## config.mk

```make
export PLATFORM = sky130hd
export DESIGN_NAME = seven_seg_scan_driver
export DESIGN_NICKNAME = d
export VERILOG_FILES = /design/src/rtl/seven_seg_pkg.sv /design/src/rtl/seven_seg_scan_driver_scan_prescaler.sv /design/src/rtl/seven_seg_scan_driver.sv
export SDC_FILE = /design/constraint.sdc
export NUM_CORES = 1
export LEC_CHECK = 0
export BUFFER_PORTS_ARGS = -buffer_cell sky130_fd_sc_hd__buf_2
export CORE_ASPECT_RATIO = 0.5
export CORE_UTILIZATION = 34
export DETAILED_ROUTE_END_ITERATION = 7
export PLACE_DENSITY = 0.48
export SLEW_MARGIN = 25
export SYNTH_ARGS = -nofsm -noshare
export SYNTH_HDL_FRONTEND = slang
export SYNTH_SLANG_ARGS = --single-unit
```

## constraint.sdc

```tcl
create_clock -name cmosClock -period 9.2 [get_ports cmosClock]
set_input_delay 1.84 -clock cmosClock [delete_from_list [all_inputs] [get_ports cmosClock]]
set_output_delay 1.84 -clock cmosClock [all_outputs]
set_load 0.02 [all_outputs]
```

## src/rtl/seven_seg_pkg.sv

```systemverilog
// Shared types and segment decode for the seven-segment display stage.
// Segment bytes are {dp,g,f,e,d,c,b,a}, active-low, decimal point off.
package seven_seg_pkg;

    typedef logic [1:0] digitIdx_t;

    localparam logic [7:0] SEG_0 = 8'hC0;
    localparam logic [7:0] SEG_1 = 8'hF9;
    localparam logic [7:0] SEG_2 = 8'hA4;
    localparam logic [7:0] SEG_3 = 8'hB0;
    localparam logic [7:0] SEG_4 = 8'h99;
    localparam logic [7:0] SEG_5 = 8'h92;
    localparam logic [7:0] SEG_6 = 8'h82;
    localparam logic [7:0] SEG_7 = 8'hF8;
    localparam logic [7:0] SEG_8 = 8'h80;
    localparam logic [7:0] SEG_9 = 8'h90;
    localparam logic [7:0] SEG_A = 8'h88;
    localparam logic [7:0] SEG_B = 8'h83;
    localparam logic [7:0] SEG_C = 8'hC6;
    localparam logic [7:0] SEG_D = 8'hA1;
    localparam logic [7:0] SEG_E = 8'h86;
    localparam logic [7:0] SEG_F = 8'h8E;

    localparam logic [7:0] SEG_OFF   = 8'hFF;
    localparam logic [3:0] ANODE_OFF = 4'hF;

    function automatic logic [7:0] hexToSegment(input logic [3:0] nibble);
        logic [7:0] seg;
        unique case (nibble)
            4'h0: seg = SEG_0;
            4'h1: seg = SEG_1;
            4'h2: seg = SEG_2;
            4'h3: seg = SEG_3;
            4'h4: seg = SEG_4;
            4'h5: seg = SEG_5;
            4'h6: seg = SEG_6;
            4'h7: seg = SEG_7;
            4'h8: seg = SEG_8;
            4'h9: seg = SEG_9;
            4'hA: seg = SEG_A;
            4'hB: seg = SEG_B;
            4'hC: seg = SEG_C;
            4'hD: seg = SEG_D;
            4'hE: seg = SEG_E;
            4'hF: seg = SEG_F;
        endcase
        return seg;
    endfunction

endpackage

```

## src/rtl/seven_seg_scan_driver_scan_prescaler.sv

```systemverilog
// Free-running divider: counts 0..DIVIDE_COUNT-1, tick marks the wrap cycle.
// Sized by COUNTER_WIDTH, which must hold DIVIDE_COUNT-1.
module scan_prescaler #(
    parameter int DIVIDE_COUNT  = 100000,
    parameter int COUNTER_WIDTH = 18
) (
    input  logic cmosClock,
    input  logic resetN,
    output logic tick
);

    localparam logic [COUNTER_WIDTH-1:0] LAST =
        COUNTER_WIDTH'(DIVIDE_COUNT - 1);

    logic [COUNTER_WIDTH-1:0] count;

    assign tick = (count == LAST);

    // Dwell counter, wraps to zero on the tick cycle.
    always_ff @(posedge cmosClock or negedge resetN) begin
        if (!resetN) begin
            count <= '0;
        end else if (tick) begin
            count <= '0;
        end else begin
            count <= count + 1'b1;
        end
    end

endmodule

```

## src/rtl/seven_seg_scan_driver.sv

```systemverilog
// Four-digit multiplexed seven-segment driver with tear-free value commit.
// Optional: define LEADING_ZERO_BLANK_EN to dark leading zero digits 3..1.
module seven_seg_scan_driver
    import seven_seg_pkg::*;
#(
    parameter int DIVIDE_COUNT  = 100000,
    parameter int COUNTER_WIDTH = 18
) (
    input  logic        cmosClock,
    input  logic        resetN,
    input  logic [15:0] displayValue,
    input  logic [3:0]  dpMask,
    input  logic        valueValid,
    input  logic        blankEnable,
    output logic        loadAck,
    output logic [3:0]  sevenSegmentEnable,
    output logic [7:0]  sevenSegmentData
);

    logic        tick;
    logic        wrapTick;
    logic        commitNow;
    logic        pending;
    digitIdx_t   digitIndex;
    digitIdx_t   nextIndex;
    logic [15:0] shadowValue;
    logic [15:0] pendingValue;
    logic [15:0] commitValue;
    logic [15:0] frameValue;
    logic [3:0]  shadowDp;
    logic [3:0]  pendingDp;
    logic [3:0]  commitDp;
    logic [3:0]  frameDp;
    logic [3:0]  nibble;
    logic [7:0]  segRaw;
    logic [7:0]  segByte;
    logic        leadingBlank;

    scan_prescaler #(
        .DIVIDE_COUNT (DIVIDE_COUNT),
        .COUNTER_WIDTH(COUNTER_WIDTH)
    ) uPrescaler (
        .cmosClock(cmosClock),
        .resetN   (resetN),
        .tick     (tick)
    );

    assign nextIndex = digitIndex + 2'd1;
    assign wrapTick  = tick && (digitIndex == 2'd3);
    assign commitNow = wrapTick && (valueValid || pending);

    // Pick the frame contents; a commit edge decodes the incoming value.
    always_comb begin
        commitValue = pending ? pendingValue : shadowValue;
        commitDp    = pending ? pendingDp : shadowDp;
        if (valueValid) begin
            commitValue = displayValue;
            commitDp    = dpMask;
        end
        frameValue = commitNow ? commitValue : shadowValue;
        frameDp    = commitNow ? commitDp : shadowDp;
        nibble     = frameValue[4*nextIndex +: 4];
        segRaw     = hexToSegment(nibble);
        segByte    = {~frameDp[nextIndex], segRaw[6:0]};
    end

`ifdef LEADING_ZERO_BLANK_EN
    logic [3:0] zeroDigit;

    // A digit is a leading zero when it and all higher digits are bare zeros.
    always_comb begin
        for (int k = 0; k < 4; k++) begin
            zeroDigit[k] = (frameValue[4*k +: 4] == 4'h0) && !frameDp[k];
        end
        case (nextIndex)
            2'd3:    leadingBlank = zeroDigit[3];
            2'd2:    leadingBlank = &zeroDigit[3:2];
            2'd1:    leadingBlank = &zeroDigit[3:1];
            default: leadingBlank = 1'b0;
        endcase
    end
`else
    assign leadingBlank = 1'b0;
`endif

    // Scan index and registered display outputs, updated on ticks only.
    always_ff @(posedge cmosClock or negedge resetN) begin
        if (!resetN) begin
            digitIndex         <= 2'd3;
            sevenSegmentEnable <= ANODE_OFF;
            sevenSegmentData   <= SEG_OFF;
        end else if (tick) begin
            digitIndex <= nextIndex;
            if (blankEnable || leadingBlank) begin
                sevenSegmentEnable <= ANODE_OFF;
                sevenSegmentData   <= SEG_OFF;
            end else begin
                sevenSegmentEnable <= ~(4'b0001 << nextIndex);
                sevenSegmentData   <= segByte;
            end
        end
    end

    // Load buffer and frame-boundary commit into the shadow registers.
    always_ff @(posedge cmosClock or negedge resetN) begin
        if (!resetN) begin
            shadowValue  <= '0;
            shadowDp     <= '0;
            pendingValue <= '0;
            pendingDp    <= '0;
            pending      <= 1'b0;
            loadAck      <= 1'b0;
        end else begin
            loadAck <= commitNow;
            if (commitNow) begin
                shadowValue <= commitValue;
                shadowDp    <= commitDp;
                pending     <= 1'b0;
            end else if (valueValid) begin
                pendingValue <= displayValue;
                pendingDp    <= dpMask;
                pending      <= 1'b1;
            end
        end
    end

endmodule
```

### Word-level counts from Yosys, hierarchy flattened

Memories as Yosys holds them, arrays and structs flattened.
Index checks and enable logic that the tools add are counted.

| word-level totals | value |
|---|---|
| flip-flop bits (word level) | 74 |
| bits in latches | 0 |
| memory bits (writable) | 0 |
| bits in read-only memories | 112 |
| input bits | 24 |
| output and inout bits | 13 |
| logic and storage cells | 39 |
| memories | 1 |

Memories:

| memory | depth | width | rd ports | clocked after Yosys merged registers in | wr ports | RTL line | source |
|---|---|---|---|---|---|---|---|
| (name not given) | 16 | 7 | 1 | 0 | 0 | seven_seg_pkg.sv:29 | `unique case (nibble)` |

| cells by class | value |
|---|---|
| $add $sub $neg | 2 |
| multipliers | 0 |
| divide/modulo/power cells | 0 |
| $lt $le $gt $ge | 1 |
| equal/unequal tests | 2 |
| shifts and indexed selects | 2 |
| muxes and demuxes | 13 |
| bitwise logic cells | 3 |
| reductions and logical operators | 5 |

Operators with widths:

| operator | number |
|---|---|
| 16-bit two-way mux | 3 |
| 18-bit by 1-bit adder with 18-bit output, second input constant | 1 |
| 18-bit by 17-bit equality test with 1-bit output, second input constant | 1 |
| 18-bit two-way mux | 1 |
| 4-bit two-way mux | 4 |
| 16-bit by 5-bit variable part select with 4-bit output | 1 |
| 8-bit two-way mux | 1 |
| 4-bit NOT | 1 |
| 1-bit by 2-bit left shift with 4-bit output, first input constant | 1 |
| 2-bit by 3-bit less-than comparator with 1-bit output, second input constant | 1 |
| 1-bit two-way mux | 3 |
| 2-bit by 1-bit adder with 2-bit output, second input constant | 1 |
| 1-bit binary-select mux with 2-bit select | 1 |
| 2-bit equality test, second input constant | 1 |
| 1-bit logical AND | 2 |
| 1-bit NOT | 2 |
| 2-bit AND reduction | 1 |
| 2-bit nonzero test | 1 |
| 1-bit logical OR | 1 |

### Longest topological paths before layout

Gate-level depths: netlist of the first run.

| depth | value |
|---|---|
| depth after elaboration | 8 |
| depth in mapped cells | 13 |
| mapped depth without buffers | 12 |

### By module

From an unflattened synthesis of the first run, not the netlist that was laid out.

| unflattened totals | value |
|---|---|
| cell total of the unflattened synthesis | 389 |
| area total of the unflattened synthesis | 3926.3 um^2 |

By module, submodules not included:

| module | instances | cells each | area each (um^2) | seq. area each (um^2) |
|---|---|---|---|---|
| seven_seg_scan_driver | 1 | 312 | 3089.2 | 1418.9 |
| scan_prescaler | 1 | 77 | 837.1 | 450.4 |

### Least setup slack after synthesis of the first run

OpenSTA, ideal clock, no wires.

| timing path | value |
|---|---|
| kind | input-to-reg |
| start point | in valueValid |
| end point | reg sevenSegmentData[3] |
| arrival time | 4.210 ns |
| required time | 9.120 ns |
| path slack | 4.910 ns |
| stages on the path | 10 |
| path buffers | 2 |
| cell sequence | nor2b_1 > clkbuf_1 > clkbuf_1 > a22o_1 > mux4_2 > mux2i_1 > inv_1 > ha_1 > mux4_2 > o22a_1 |

| between the ends | value |
|---|---|
| longest elaborated chain between the ends | 6 |

Ends and longest elaborated chain:

| what | RTL line | source |
|---|---|---|
| start: declaration | seven_seg_scan_driver.sv:13 | `input logic valueValid,` |
| 1-bit logical OR | seven_seg_scan_driver.sv:50 | `assign commitNow = wrapTick && (valueValid \|\| pending);` |
| 1-bit logical AND | seven_seg_scan_driver.sv:50 |  |
| 16-bit two-way mux (*) | n/a |  |
| 16-bit by 5-bit variable part select with 4-bit output (*) | seven_seg_scan_driver.sv:62 | `nibble = frameValue[4*nextIndex +: 4];` |
| memory read 16 x 7 bit (*) | n/a |  |
| 8-bit two-way mux (*) | seven_seg_scan_driver.sv:94 | `if (blankEnable \|\| leadingBlank) begin` |
| end signal: assignment | seven_seg_scan_driver.sv:99 | `sevenSegmentData <= segByte;` |
| end: declaration | seven_seg_scan_driver.sv:17 | `output logic [7:0] sevenSegmentData` |

Mark *: on every way between the ends. The rest lies on a longest branch, timed or not.
A chain may end at the register's enable or synchronous reset.

### Worst setup path in the final report of the first run

| timing path | value |
|---|---|
| start point | in valueValid |
| end point | reg sevenSegmentData[0] |

| between the ends | value |
|---|---|
| longest elaborated chain between the ends | 6 |

Ends and longest elaborated chain:

| what | RTL line | source |
|---|---|---|
| 1-bit logical OR | seven_seg_scan_driver.sv:50 |  |
| 1-bit logical AND | seven_seg_scan_driver.sv:50 |  |
| 16-bit two-way mux (*) | n/a |  |
| via frameValue[0] | seven_seg_scan_driver.sv:29 | `logic [15:0] frameValue;` |
| 16-bit by 5-bit variable part select with 4-bit output (*) | seven_seg_scan_driver.sv:62 |  |
| memory read 16 x 7 bit (*) | n/a |  |
| 8-bit two-way mux (*) | seven_seg_scan_driver.sv:94 |  |

Mark *: on every way through the listed nets, which the timed path passes. The rest lies on a longest branch.

==> results.toml, run 1 <==
[run_status]
status = "finished clean"

[grt]
grt-ovfl-total = 0
grt.total_usage_pct = 15.0
grt_start_max_net_pins = 75
grt_pass1_vias = 2564
antenna_found_initial = 0
grt_pass1_wl_microns = 12800

[floorplan]
die_w_microns = 150
core_area_sq_mm = 0.0104
num_rows = 26
die_height_microns = 75.9
fp.dieArea_sq_mm = 0.0114
initial_core_util_pct = 35.6
io_pins = 37

[clocking]
cts_resized = 0
post_cts_buffers = 0
clk_pin_slew_ps = 60
root_buffer = "clkbuf_16"
insertion_delay_ps = 330
cts.sink_count = 74
htreeDepth = 3
clockBufferDepth = 2
cts_inserted_buffers = 9
cts_hold_buf = 0
cts_tree = "yes"

[sta]
hold_violations = 0
slew_headroom_pct = 44.1
rsz0062_at_grt = "no"
finalSetupViolations = 0
clock.fmax_mhz = 212
tightestPinTransition_ps = 832
whs_ps = 481
final.setup.tns_ps = 0
min_period_over_period_pct = 51.3
fin_skew_ps = 5.09
finalMaxSlewViolations = 0
period_needed_ps = 4720

[synth]
syn-num-nets = 331
ys_types = 46
yosysTopAreaCell = "dfrtp_1"
ys_warn_count = 0
netlist_area_sq_mm = 0.00371
synth_top_area_share_pct = 40.5
netlist_top_cells_area = "dfrtp_1 (40%), mux2_2 (10%), dfstp_2 (9.9%)"
syn_area_per_cell_sq_um = 12.5
syn_inst = 296
ys_async_sr_fraction_pct = 100
ys_seq_area_share_pct = 50.4
synth_flop_cell = "dfrtp_1"
synth_edf_count = 0
synth-seq-cells = 74

[drt]
drt_iter0_drc = 78
wl_per_cell_microns = 15.6
drt_pass1_iterations = 4
drc = 0
vias_per_cell = 4.97
wl_microns = 7430
ant_nets = 0
vias = 2372

[cells_and_area]
layout.nets = 367
fill_cells = 994
multiInputGateArea_sq_mm = 0.00177
drive_gt1_share_pct = 36.8
seqCellArea_sq_mm = 0.00187
finalNonFillerCells = 477
syn2layout_area_growth_pct = 17.6
num_antenna_cells = 0

[placed_design]
dp_hpwl_microns = 5140
place.gp.congestion = 0.709
dp_cells = 461
io_buffers = 36

[pwr]
switchingPower_w = 0.000156
p_per_area_mw_per_mm2 = 173
clkPwrFrac_pct = 49.6
p_int_w = 0.000599
leakage_nw = 1.96
comb_power_share_pct = 5.4
seq_power_share_pct = 45.0
irDropWorstVdd_mv = 0.0890
switching_share_pct = 20.7

[setup_path]
reg2reg_depth = 9
r2r_slack_ps = 5420
cp.depth = 11
crit_fanout = 30
cp_top_family = "multiplexers"
worstSetupPathType = "in2reg"
end_kind = "flop"
crit_path_start_kind = "input port"
critPathBufInv = 2
cp.required_ps = 9480
arrival_ps = 4990
path_cells = "buf_2 -> o21ai_0 -> or3_4 -> mux2_4 -> mux4_2 -> inv_1 -> ha_1 -> mux2_2 -> nor3_1 -> o41ai_1 -> o211a_1"
critPathMaxStageDelay_ps = 570
cp_slowest_cell = "or3_4"

[hold_path]
hold_depth = 1
hold_class = "reg2reg"

[job]
cap_violations = 0
-- stage by stage --
stage          total power, W  utilization (%)  setup slack [ps]  area, sq um
2_1_floorplan        0.000367                -              4910         3710
3_3_place_gp         0.000385             38.7              4360         4030
3_5_place_dp         0.000387             38.8              4170         4040
4_1_cts              0.000768             41.9              4520         4360
5_1_grt              0.000788             41.9              4260         4360
6_report             0.000755             41.9              4480         4360
-- layer usage --
layer  wire length [microns]  share of wire (%)  vias to the layer above  GRT usage, %
li1                        -                  -                     1155             -
met1                    3670                 49                     1178          19.5
met2                    3440                 46                       29          24.2
met3                     240                3.2                       10          5.03
met4                      77                1.0                        0          4.60
met5                       0                  0                        -             0
-- kinds of logic after synthesis --
family	after synthesis	share of synthesized area (%)
and+or+nand+nor	73	10.5
AOI/OAI and AO/OA	46	9.11
buffers and inverters	21	2.36
DFF	74	50.4
adders and majority gates	11	3.71
muxes	54	19.9
xor gates and xnor gates	17	4.01
-- cells in the mapped netlist, types with 2 or more instances --
library cell,number
mux2_4,3
mux2_2,34
inv_1,5
mux2i_4,2
a21oi_1,5
a31oi_1,5
nor2b_1,5
o21a_1,2
o21ai_0,7
a22o_1,16
mux2i_1,6
or3_1,2
mux4_2,8
xor2_1,6
xnor2_1,11
o22a_1,2
nor2_1,22
a22oi_1,4
clkbuf_1,11
nand3_1,11
dfrtp_1,60
nor4_1,2
o221ai_1,2
nand2_1,10
and3_1,3
nor3_1,4
nor3b_1,3
ha_1,11
nand4_1,4
dfstp_2,14
-- flip-flops by register name (all words and copies together) (netlist names) --
| signal | flops |
|---|---|
| pendingValue | 16 |
| digitIndex | 2 |
| loadAck | 1 |
| pendingDp | 4 |
| shadowValue | 16 |
| shadowDp | 4 |
| pending | 1 |
| sevenSegmentEnable | 4 |
| sevenSegmentData | 8 |
| uPrescaler.count | 18 |
-- power groups by stage --
stage | sequential (W) | combinational (W) | clock (W)
after CTS | 0.000340 | 0.0000415 | 0.000386
after global routing | 0.000341 | 0.0000456 | 0.000401
after global placement | 0.000345 | 0.0000399 | 0
after floorplan | 0.000345 | 0.0000221 | 0
final | 0.000340 | 0.0000406 | 0.000374
after detailed placement | 0.000346 | 0.0000415 | 0
-- worst register-to-register path: cells and delay by family (launching register included) --
kind	cells	cell delay [ps]
flops	1	640
compound gates	1	170
fa+ha+maj	2	700
mux	3	1480
buf+inv	3	710
-- path summary, 6_finish.rpt --
kind | endpoint | start
max in group asynchronous | pendingValue[5]$_DFFE_PN0P_ | resetN
hold reg to reg | uPrescaler.count[0]$_DFF_PN0_ | uPrescaler.count[0]$_DFF_PN0_
setup / recovery | sevenSegmentData[0]$_DFFE_PN1N_ | valueValid
setup reg to reg | sevenSegmentData[3]$_DFFE_PN1N_ | digitIndex[0]$_DFFE_PN1N_
hold / removal | uPrescaler.count[0]$_DFF_PN0_ | uPrescaler.count[0]$_DFF_PN0_
min in group asynchronous | pendingValue[14]$_DFFE_PN0P_ | resetN
-- layout make-up --
class / count / share of cell area [%]
multi-input combinational: 201 / 40.5
inverter: 7 / 0.602
tap: 140 / 4.01
sequential: 74 / 42.8
clock inverter: 5 / 1.78
clock buffer: 11 / 5.56
timing repair buffer: 39 / 4.73
-- placed cells by master, fill, tap and decap left out, types with 3 or more instances in the layout --
| cell | netlist | final |
|---|---|---|
| a22o_1 | 16 | 16 |
| ha_1 | 11 | 11 |
| nand3_1 | 11 | 11 |
| mux2_2 | 34 | 34 |
| nand4_1 | 4 | 4 |
| mux2_4 | 3 | 3 |
| xnor2_1 | 11 | 11 |
| nor2_1 | 22 | 21 |
| xor2_1 | 6 | 6 |
| buf_2 | 1 | 36 |
| nand2_1 | 10 | 10 |
| dfrtp_1 | 60 | 60 |
| nor2b_1 | 5 | 5 |
| mux4_2 | 8 | 8 |
| nor3_1 | 4 | 4 |
| and3_1 | 3 | 3 |
| inv_1 | 5 | 5 |
| a22oi_1 | 4 | 4 |
| clkbuf_16 | 0 | 9 |
| a21oi_1 | 5 | 5 |
| nor3b_1 | 3 | 3 |
| o21ai_0 | 7 | 7 |
| mux2i_1 | 6 | 6 |
| a31oi_1 | 5 | 5 |
| dfstp_2 | 14 | 14 |
Note: power is estimated with default switching activity, not from simulation.
==> run 2: changes to the inputs <==
--- a/config.mk
+++ b/config.mk
@@ -5,11 +5,12 @@
 export SDC_FILE = /design/constraint.sdc
 export NUM_CORES = 1
 export LEC_CHECK = 0
+export ABC_AREA = 1
 export BUFFER_PORTS_ARGS = -buffer_cell sky130_fd_sc_hd__buf_2
 export CORE_ASPECT_RATIO = 0.5
 export CORE_UTILIZATION = 34
 export DETAILED_ROUTE_END_ITERATION = 7
-export PLACE_DENSITY = 0.48
+export PLACE_DENSITY = 0.49
 export SLEW_MARGIN = 25
 export SYNTH_ARGS = -nofsm -noshare
 export SYNTH_HDL_FRONTEND = slang
==> constraint.sdc (replaced) <==
create_clock -name cmosClock -period 4.12 [get_ports cmosClock]
set_input_delay 0.824 -clock cmosClock [delete_from_list [all_inputs] [get_ports cmosClock]]
set_output_delay 0.824 -clock cmosClock [all_outputs]
set_load 0.02 [all_outputs]
==> results.toml, run 2 <==
[sta]
min_period_over_period_pct = 76.8
hold_violations = 0
period_needed_ps = 3160
tightestPinTransition_ps = 699
slew_headroom_pct = 53.4
finalSetupViolations = 0
setup_slack_ps = 956
final.setup.tns_ps = 0
fin_skew_ps = 7.84
clock.fmax_mhz = 316
finalMaxSlewViolations = 0
rsz0062_at_grt = "no"

[synth]
ys_warn_count = 0
synth_edf_count = 0
ys_types = 40
syn_area_per_cell_sq_um = 7.83
synth_most_common_cell = "nand2_1"
synth-seq-cells = 74
synthXorXnorAreaFrac_pct = 1.73
yosysTopAreaCell = "dfrtp_1"
synthTopCellsByCount = "nand2_1 (121), inv_1 (91), dfrtp_1 (60), nand3_1 (42), o21ai_0 (38)"
synth_top_family_by_area = "simple AND/OR/NAND/NOR gates"
synth.area.mux_share_pct = 0
synth_top_area_share_pct = 37.0
syn_inst = 518
yosys.area_share.simple_pct = 28.4
synth_fa_ha_area_share_pct = 3.40
netlist_top_cells_area = "dfrtp_1 (37%), nand2_1 (11%), dfstp_2 (9.1%)"
netlist_area_sq_mm = 0.00405
ys_async_sr_fraction_pct = 100
syn-num-nets = 553
synth_flop_cell = "dfrtp_1"
synth_compound_area_share_pct = 9.51
ys_seq_area_share_pct = 46.1

[cells_and_area]
multiInputGateArea_sq_mm = 0.00175
final_cell_mix = "nand2_1 (121), inv_1 (91), dfrtp_1 (60)"
layout.nets = 589
drive_gt1_share_pct = 18.4
seqCellArea_sq_mm = 0.00187
syn2layout_area_growth_pct = 16.1
top_regs = "uPrescaler.count x18, pendingValue x16, shadowValue x16"
largest_register = "uPrescaler.count"
num_antenna_cells = 0
largest_reg_flops = 18
mostFrequentLayoutCell = "nand2_1"
fill_cells = 1200

[placed_design]
dp_hpwl_microns = 6700
io_buffers = 36
place.gp.congestion = 0.818
dpl_worst_slack_ps = 812

[job]
cap_violations = 0

[clocking]
cts_inserted_buffers = 9
insertion_delay_ps = 340
clockBufferDepth = 2
htreeDepth = 3
cts_hold_buf = 0
cts_resized = 0
root_buffer = "clkbuf_16"
post_cts_buffers = 0
cts_tree = "yes"
cts.sink_count = 74
clk_pin_slew_ps = 60

[drt]
drt_iter0_drc = 140
vias = 3260
vias_per_cell = 4.54
wl_per_cell_microns = 12.9
wl_microns = 9280
drt_pass1_iterations = 4
drc = 0
ant_nets = 0

[setup_path]
reg2reg_depth = 15
cp_slowest_cell = "dfstp_2"
r2r_slack_ps = 960
path_cells = "ha_1 -> nand4_4 -> inv_2 -> nand2_1 -> nand3_1 -> nand3_1 -> nand2_1 -> inv_1 -> ha_1 -> inv_1 -> nand2_1 -> nand3_1 -> nand3_1 -> nand2_1 -> inv_1"
timing.rr.start = "digitIndex[0]$_DFFE_PN1N_"
cp.required_ps = 4390
end_kind = "flop"
arrival_ps = 3430
reg2reg_to = "sevenSegmentData[3]$_DFFE_PN1N_"
worstSetupPathType = "reg2reg"
crit_start = "digitIndex[0]$_DFFE_PN1N_"
critPathMaxStageDelay_ps = 730
crit_fanout = 24
crit_path_start_kind = "flop"

[floorplan]
die_w_microns = 156
die_height_microns = 79.2
core_area_sq_mm = 0.0113
num_rows = 27
io_pins = 37
fp.dieArea_sq_mm = 0.0124
initial_core_util_pct = 35.9

[hold_path]
hold_depth = 1
hold_class = "reg2reg"
holdPathEnd = "uPrescaler.count[0]$_DFF_PN0_"
worstHoldStart = "uPrescaler.count[0]$_DFF_PN0_"

[pwr]
total_power_w = 0.00170
switchingPower_w = 0.000377
comb_power_share_pct = 5.2
p_per_area_mw_per_mm2 = 361
seq_power_share_pct = 44.6
p_int_w = 0.00132
clkPwrFrac_pct = 50.2
leakage_nw = 2.36
irDropWorstVdd_mv = 0.169
switching_share_pct = 22.2

[grt]
grt.total_usage_pct = 16.6
grt_start_max_net_pins = 75
grt_pass1_vias = 3218
grt_pass1_wl_microns = 15900
antenna_found_initial = 0
grt-ovfl-total = 0

[run_status]
status = "finished clean"
run 2: worst max-delay path by stage:
stage / end / cells after the start
2_1_floorplan: sevenSegmentData[0]$_DFFE_PN1N_ / 16
3_3_place_gp: sevenSegmentData[3]$_DFFE_PN1N_ / 17
3_5_place_dp: sevenSegmentData[3]$_DFFE_PN1N_ / 17
4_1_cts: sevenSegmentData[3]$_DFFE_PN1N_ / 15
5_1_grt: sevenSegmentData[3]$_DFFE_PN1N_ / 15
6_report: sevenSegmentData[3]$_DFFE_PN1N_ / 15
run 2: kinds of logic (layout without fill, tap and decap cells):
logic type / Yosys count / in the layout
compound gates: 68 / 68
xor+xnor: 8 / 8
fa+ha+maj: 11 / 11
buf+inv: 111 / 152
flops: 74 / 74
simple gates: 246 / 246
run 2: critical path, delay by kind of cell, from the launching register on:
kind	cells	cell delay, ps
adders and majority gates	2	680
buffers and inverters	4	520
DFF	1	730
and+or+nand+nor	9	1150
run 2: power groups by stage:
stage               logic [W]  clock network (W)  registers (W)
floorplan           0.0000440                  0       0.000770
global placement    0.0000911                  0       0.000769
detailed placement  0.0000913                  0       0.000770
CTS                 0.0000917           0.000874       0.000757
global route         0.000103           0.000907       0.000759
finish              0.0000886           0.000853       0.000757
run 2: area by class of cell:
| class | instances | area share [%] |
|---|---|---|
| well taps | 159 | 4.23 |
| clock inverters | 5 | 1.65 |
| inverters | 97 | 7.74 |
| repair buffers | 39 | 4.44 |
| clock buffers | 11 | 5.16 |
| flip-flops and latches | 74 | 39.7 |
| multi-input cells | 333 | 37.1 |
run 2: through the flow:
step / util (%) / instances / hold slack (ps) / cell area (sq um)
floorplan: - / 518 / 433 / 4050
global placement: 38.8 / 702 / 460 / 4380
detailed placement: 38.8 / 702 / 471 / 4380
CTS: 41.7 / 718 / 478 / 4700
global route: 41.7 / 718 / 481 / 4710
finish: 41.7 / 718 / 471 / 4710
run 2: per-layer routing:
metal / part of all wire (%) / track usage (%) / vias to the layer above
li1: - / - / 1696
met2: 43 / 25.7 / 47
met5: 0 / 0 / -
met3: 3.8 / 4.20 / 10
met1: 53 / 23.1 / 1507
met4: 1.1 / 4.41 / 0
